==> config.mk <==
export PLATFORM = sky130hd
export DESIGN_NAME = memory_dp_fifo_ctrl
export DESIGN_NICKNAME = d
export VERILOG_FILES = /design/src/rtl/memory_dp_fifo_ctrl.sv
export SDC_FILE = /design/constraint.sdc
export NUM_CORES = 1
export LEC_CHECK = 0
export BUFFER_PORTS_ARGS = -buffer_cell sky130_fd_sc_hd__buf_2
export CAP_MARGIN = 30
export CORE_MARGIN = 5
export CORE_UTILIZATION = 30
export CTS_BUF_LIST = sky130_fd_sc_hd__clkbuf_4 sky130_fd_sc_hd__clkbuf_8
export CTS_CLUSTER_SIZE = 28
export DETAILED_ROUTE_END_ITERATION = 16
export GPL_TIMING_DRIVEN = 1
export PLACE_DENSITY = 0.55
export SLEW_MARGIN = 20
export SYNTH_ARGS = -nofsm -noshare
export SYNTH_HDL_FRONTEND = slang
export SYNTH_SLANG_ARGS = --single-unit
==> constraint.sdc <==
create_clock -name clk -period 3.2 [get_ports clk]
set_clock_uncertainty 0.1 [all_clocks]
set_input_delay 0.48 -clock clk [delete_from_list [all_inputs] [get_ports clk]]
set_output_delay 0.48 -clock clk [all_outputs]
set_load 0.02 [all_outputs]
==> src/rtl/memory_dp_fifo_ctrl.sv <==
// FIFO controller that uses an external dual-port memory as storage. A 2-entry
// output stage hides the memory's one-cycle read latency for full throughput.
module memory_dp_fifo_ctrl #(
  parameter int num_mem_entries = 8,
  parameter int data_bit_width  = 32,
  parameter int addr_bit_width  = $clog2(num_mem_entries)
) (
  input  logic                      clk,
  input  logic                      rst_n,
  input  logic                      flush,
  input  logic                      in_valid,
  output logic                      in_ready,
  input  logic [data_bit_width-1:0] in_data,
  output logic                      out_valid,
  input  logic                      out_ready,
  output logic [data_bit_width-1:0] out_data,
  output logic [addr_bit_width:0]   count,
  output logic                      mem_wr_en,
  output logic [addr_bit_width-1:0] mem_wr_addr,
  output logic [data_bit_width-1:0] mem_wr_data,
  output logic                      mem_rd_en,
  output logic [addr_bit_width-1:0] mem_rd_addr,
  input  logic [data_bit_width-1:0] mem_rd_data
);
  localparam int PW = addr_bit_width + 1;
  localparam logic [PW-1:0] FULL = PW'(num_mem_entries);

  logic [PW-1:0] wr_ptr_q, wr_ptr_d, rd_ptr_q, rd_ptr_d, pop_ptr_q, pop_ptr_d;
  logic [1:0][data_bit_width-1:0] stage_q, stage_d;
  logic [1:0] stage_cnt_q, stage_cnt_d, cnt_after_pop;
  logic       inflight_q, inflight_d;
  logic       push, pop;

  always_comb begin
    count       = wr_ptr_q - pop_ptr_q;
    in_ready    = (count != FULL);
    out_valid   = (stage_cnt_q != 2'd0);
    out_data    = stage_q[0];
    push        = in_valid && in_ready && !flush;
    pop         = out_valid && out_ready && !flush;
    mem_wr_en   = push;
    mem_wr_addr = wr_ptr_q[addr_bit_width-1:0];
    mem_wr_data = in_data;
    // Stage slots plus the pending read never exceed two, so capture always fits.
    mem_rd_en   = !flush && (wr_ptr_q != rd_ptr_q) &&
                  ((({1'b0, stage_cnt_q} + {2'b00, inflight_q}) < 3'd2) || pop);
    mem_rd_addr = rd_ptr_q[addr_bit_width-1:0];
  end

  always_comb begin
    wr_ptr_d      = wr_ptr_q + PW'(push);
    rd_ptr_d      = rd_ptr_q + PW'(mem_rd_en);
    pop_ptr_d     = pop_ptr_q + PW'(pop);
    inflight_d    = mem_rd_en;
    stage_d       = stage_q;
    cnt_after_pop = stage_cnt_q - {1'b0, pop};
    stage_cnt_d   = cnt_after_pop;
    if (pop) stage_d[0] = stage_q[1];
    if (inflight_q) begin
      stage_d[cnt_after_pop[0]] = mem_rd_data;
      stage_cnt_d               = cnt_after_pop + 2'd1;
    end
    if (flush) begin
      wr_ptr_d    = '0;
      rd_ptr_d    = '0;
      pop_ptr_d   = '0;
      stage_cnt_d = '0;
      inflight_d  = 1'b0;
    end
  end

  always_ff @(posedge clk or negedge rst_n) begin
    if (!rst_n) begin
      wr_ptr_q    <= '0;
      rd_ptr_q    <= '0;
      pop_ptr_q   <= '0;
      stage_q     <= '0;
      stage_cnt_q <= '0;
      inflight_q  <= 1'b0;
    end else begin
      wr_ptr_q    <= wr_ptr_d;
      rd_ptr_q    <= rd_ptr_d;
      pop_ptr_q   <= pop_ptr_d;
      stage_q     <= stage_d;
      stage_cnt_q <= stage_cnt_d;
      inflight_q  <= inflight_d;
    end
  end
endmodule

==> impl_metrics.py <==
metrics = {
    "setup_path": {
        "endpoint_kind": "primary output",
        "crit_required_ns": 2.62,
        "worst_r2r_startpoint": "wr_ptr_q[0]$_DFF_PN0_",
        "r2r-end": "wr_ptr_q[1]$_DFF_PN0_",
        "cp.arrival_ns": 2.31,
        "cp-start-kind": "flop",
        "critPathMaxFanout": 4,
        "worstRegToRegCells": 10,
        "timing.reg2reg.setup_slack_ns": 0.69,
        "timing_worst_setup_path_type": "flop to primary output",
    },
    "finish": {
        "filler_cell_count_in_the_final_layout": 1450,
        "final_net_count": 491,
        "most_frequent_cells_in_the_layout": "sky130_fd_sc_hd__buf_2 (81), sky130_fd_sc_hd__dfrtp_1 (79), sky130_fd_sc_hd__nor2_1 (41), sky130_fd_sc_hd__nand3_1 (37), sky130_fd_sc_hd__a31oi_1 (32)",
        "flow.area_growth_from_synthesis_pct": 3.575,
        "layout.cells.most_common": "sky130_fd_sc_hd__buf_2",
        "post-route-util_pct": 31.74,
        "drive_above_1_share_pct": 27.23,
        "antenna_cells_inserted": 0,
    },
    "floorplanning": {
        "die-width_um": 129.3,
        "effective_utilization_at_floorplan_pct": 30.65,
        "die_area_mm2": 0.01672,
        "fp.dieH_um": 129.3,
        "placeableCoreArea_mm2": 0.01393,
        "floorplan.io_pins": 147,
        "num_rows": 43,
    },
    "timing": {
        "worst_max_slew_margin_expressed_relative_to_the_limit_pct": 43.63,
        "timing.final.hold_violations": 0,
        "timing.final.crit_share_pct": 90.47,
        "setup_total_negative_slack_ns": 0,
        "worst-slew-pin-transition_ns": 0.8437,
        "timing.final.setup_violations": 0,
        "finalMaxSlewViolations": 0,
        "unrepaired_setup_endpoints_after_global_routing": "false",
        "clock.fmax_mhz": 345.4,
        "min_period_ns": 2.895,
    },
    "hold_path": {
        "hold_path.startpoint": "mem_rd_data[22]",
        "hold_path_class": "input pin to flop",
        "hold_path_end": "stage_q[54]$_DFFE_PN0P_",
        "min_path_cells": 2,
    },
    "drt": {
        "avgRoutedWirePerCell_um": 15.27,
        "drc_violations_left": 0,
        "detail_route.iter0.violations": 140,
        "first_pass_iters": 4,
        "drt-vias-per-instance": 4.612,
        "via_count": 2744,
        "wl_um": 9087,
        "drt.antenna.violating_nets": 0,
    },
    "place": {
        "gp_routability_congestion": 0.7458,
        "placement.io_buffers": 82,
        "dp_hpwl_um": 6089,
    },
    "status": {
        "outcome": "completed",
    },
    "power_and_ir_drop": {
        "total_leakage_power_uw": 0.002068,
        "power.density_mw_per_mm2": 925.5,
        "power.ir.vdd_worst_mv": 0.4288,
    },
    "logic_synthesis": {
        "count_of_different_cell_masters_after_synthesis": 35,
        "postSynth.asyncResetShare_pct": 100.0,
        "postSynthNetCount": 486,
        "syn-mean-instance-area_um2": 10.54,
        "post_synth_edffs": 0,
        "synth_top_flop_cell": "sky130_fd_sc_hd__dfrtp_1",
        "synth_seq_cells": 79,
        "synth.cell_area_mm2": 0.004270,
        "count_of_warnings_emitted_by_yosys": 0,
        "synth_sequential_area_ratio_pct": 46.29,
        "synth_cells": 405,
    },
    "global_route": {
        "grt_pass1_vias": 2941,
        "grt_first_pass_wirelength_um": 15080,
        "antenna_found_initial": 0,
        "gr-usage-all-layers_pct": 11.57,
        "grt-ovfl-total": 0,
        "grt_start_max_net_pins": 65,
    },
    "clock_tree": {
        "tritoncts_clock_tree": "done",
        "post_cts_buffers": 0,
        "clkTransAtPathRegs_ns": 0.08,
        "htree_levels": 3,
        "cts_num_sinks": 79,
        "cts-buffers-inserted": 9,
        "clock_insertion_delay_worst_skew_ns": 0.35,
        "root_buffer": "sky130_fd_sc_hd__clkbuf_8",
        "ctsLongestPathBuffers": 2,
    },
    "job": {
        "drv.max_cap_violation_count": 0,
    },
}
metal layers:
metal | GRT usage, % | part of all wire (%) | routed length, um
met5 | 0 | 0 | 0
met4 | 6.424 | 2.8 | 250
met3 | 3.669 | 6.5 | 595
met2 | 18.11 | 45 | 4127
met1 | 14.15 | 45 | 4114
Yosys cell counts, types with 2 or more instances:
cell                             number  area share, %
sky130_fd_sc_hd__nor2_1              41            3.6
sky130_fd_sc_hd__buf_6                5            1.3
sky130_fd_sc_hd__nor2b_1              8            1.2
sky130_fd_sc_hd__clkbuf_1             3           0.26
sky130_fd_sc_hd__inv_1                8           0.70
sky130_fd_sc_hd__mux2_1              30            7.9
sky130_fd_sc_hd__xor2_1              10            2.1
sky130_fd_sc_hd__dfrtp_1             79             46
sky130_fd_sc_hd__buf_2                7           0.82
sky130_fd_sc_hd__o21ai_1             30            3.5
sky130_fd_sc_hd__xnor2_1              4           0.82
sky130_fd_sc_hd__nor3_1               3           0.35
sky130_fd_sc_hd__ha_1                11            3.2
sky130_fd_sc_hd__buf_12               3            1.4
sky130_fd_sc_hd__clkbuf_4             2           0.35
sky130_fd_sc_hd__nand3_1             37            4.3
sky130_fd_sc_hd__buf_4               72             13
sky130_fd_sc_hd__a31oi_1             32            4.7
sky130_fd_sc_hd__a21oi_1              2           0.23
sky130_fd_sc_hd__dlymetal6s2s_1       2           0.59
sky130_fd_sc_hd__mux2_2               2           0.53
worst max-delay path by stage:
stage,end,cells after the start,from
2_1_floorplan,wr_ptr_q[1]$_DFF_PN0_,10,wr_ptr_q[0]$_DFF_PN0_
3_3_place_gp,mem_wr_en,8,wr_ptr_q[0]$_DFF_PN0_
3_5_place_dp,mem_wr_en,8,wr_ptr_q[0]$_DFF_PN0_
4_1_cts,mem_wr_en,8,wr_ptr_q[0]$_DFF_PN0_
5_1_grt,mem_wr_en,8,wr_ptr_q[0]$_DFF_PN0_
6_report,mem_wr_en,8,wr_ptr_q[0]$_DFF_PN0_
what timing repair did:
item / 4_1_cts / 5_1_grt
hold endpoints to repair: 34 / 0
hold buffers: 1 / 0
resized for setup: 0 / 0
cells by family after synthesis:
logic type	after synthesis	synth area share, %
xor+xnor	14	2.871
simple gates	96	11.10
fa+ha+maj	12	3.692
buf+inv	104	18.46
flops	79	46.29
compound gates	68	9.141
mux	32	8.438
flip-flops by register name, indices dropped and copies added (netlist names):
name / count
inflight_q: 1
wr_ptr_q: 4
out_data: 32
rd_ptr_q: 4
pop_ptr_q: 4
stage_cnt_q: 2
stage_q: 32
area by class of cell:
type | count | area, um^2 | area share (%)
clock buffer | 16 | 188.9 | 4.272
inverter | 9 | 36.28 | 0.8204
multi-input combinational | 222 | 1508 | 34.09
sequential | 79 | 1977 | 44.70
tap | 180 | 225.2 | 5.092
timing repair buffer | 89 | 488.0 | 11.03
critical path, cell delays in order (launching register included):
cell and delay [ns]:
sky130_fd_sc_hd__dfrtp_1 0.43, sky130_fd_sc_hd__inv_1 0.08, sky130_fd_sc_hd__ha_1 0.16, sky130_fd_sc_hd__inv_1 0.06, sky130_fd_sc_hd__fa_1 0.37, sky130_fd_sc_hd__xor2_1 0.19, sky130_fd_sc_hd__nor3_1 0.09, sky130_fd_sc_hd__a311oi_1 0.36
sky130_fd_sc_hd__buf_2 0.24
report_power, final:
part | switching, uW | internal (uW)
logic | 1080 | 626
clock network | 353 | 369
registers | 225 | 1440
total | 1650 | 2440
per-stage QoR:
stage / instance area [um^2] / instances / power (uW) / hold slack (ns) / worst slack (ns)
3_5_place_dp: 4224 / 578 / 3426 / 0.3757 / 0.6864
6_report: 4423 / 595 / 4093 / 0.2536 / 0.3051
4_1_cts: 4423 / 595 / 4178 / 0.2143 / 0.2539
3_3_place_gp: 4197 / 577 / 3372 / 0.3668 / 0.7682
2_1_floorplan: 4270 / 405 / 3285 / 0.08441 / 0.1348
5_1_grt: 4423 / 595 / 4425 / 0.2248 / 0.08915
Note: power is estimated with default switching activity, not from simulation.
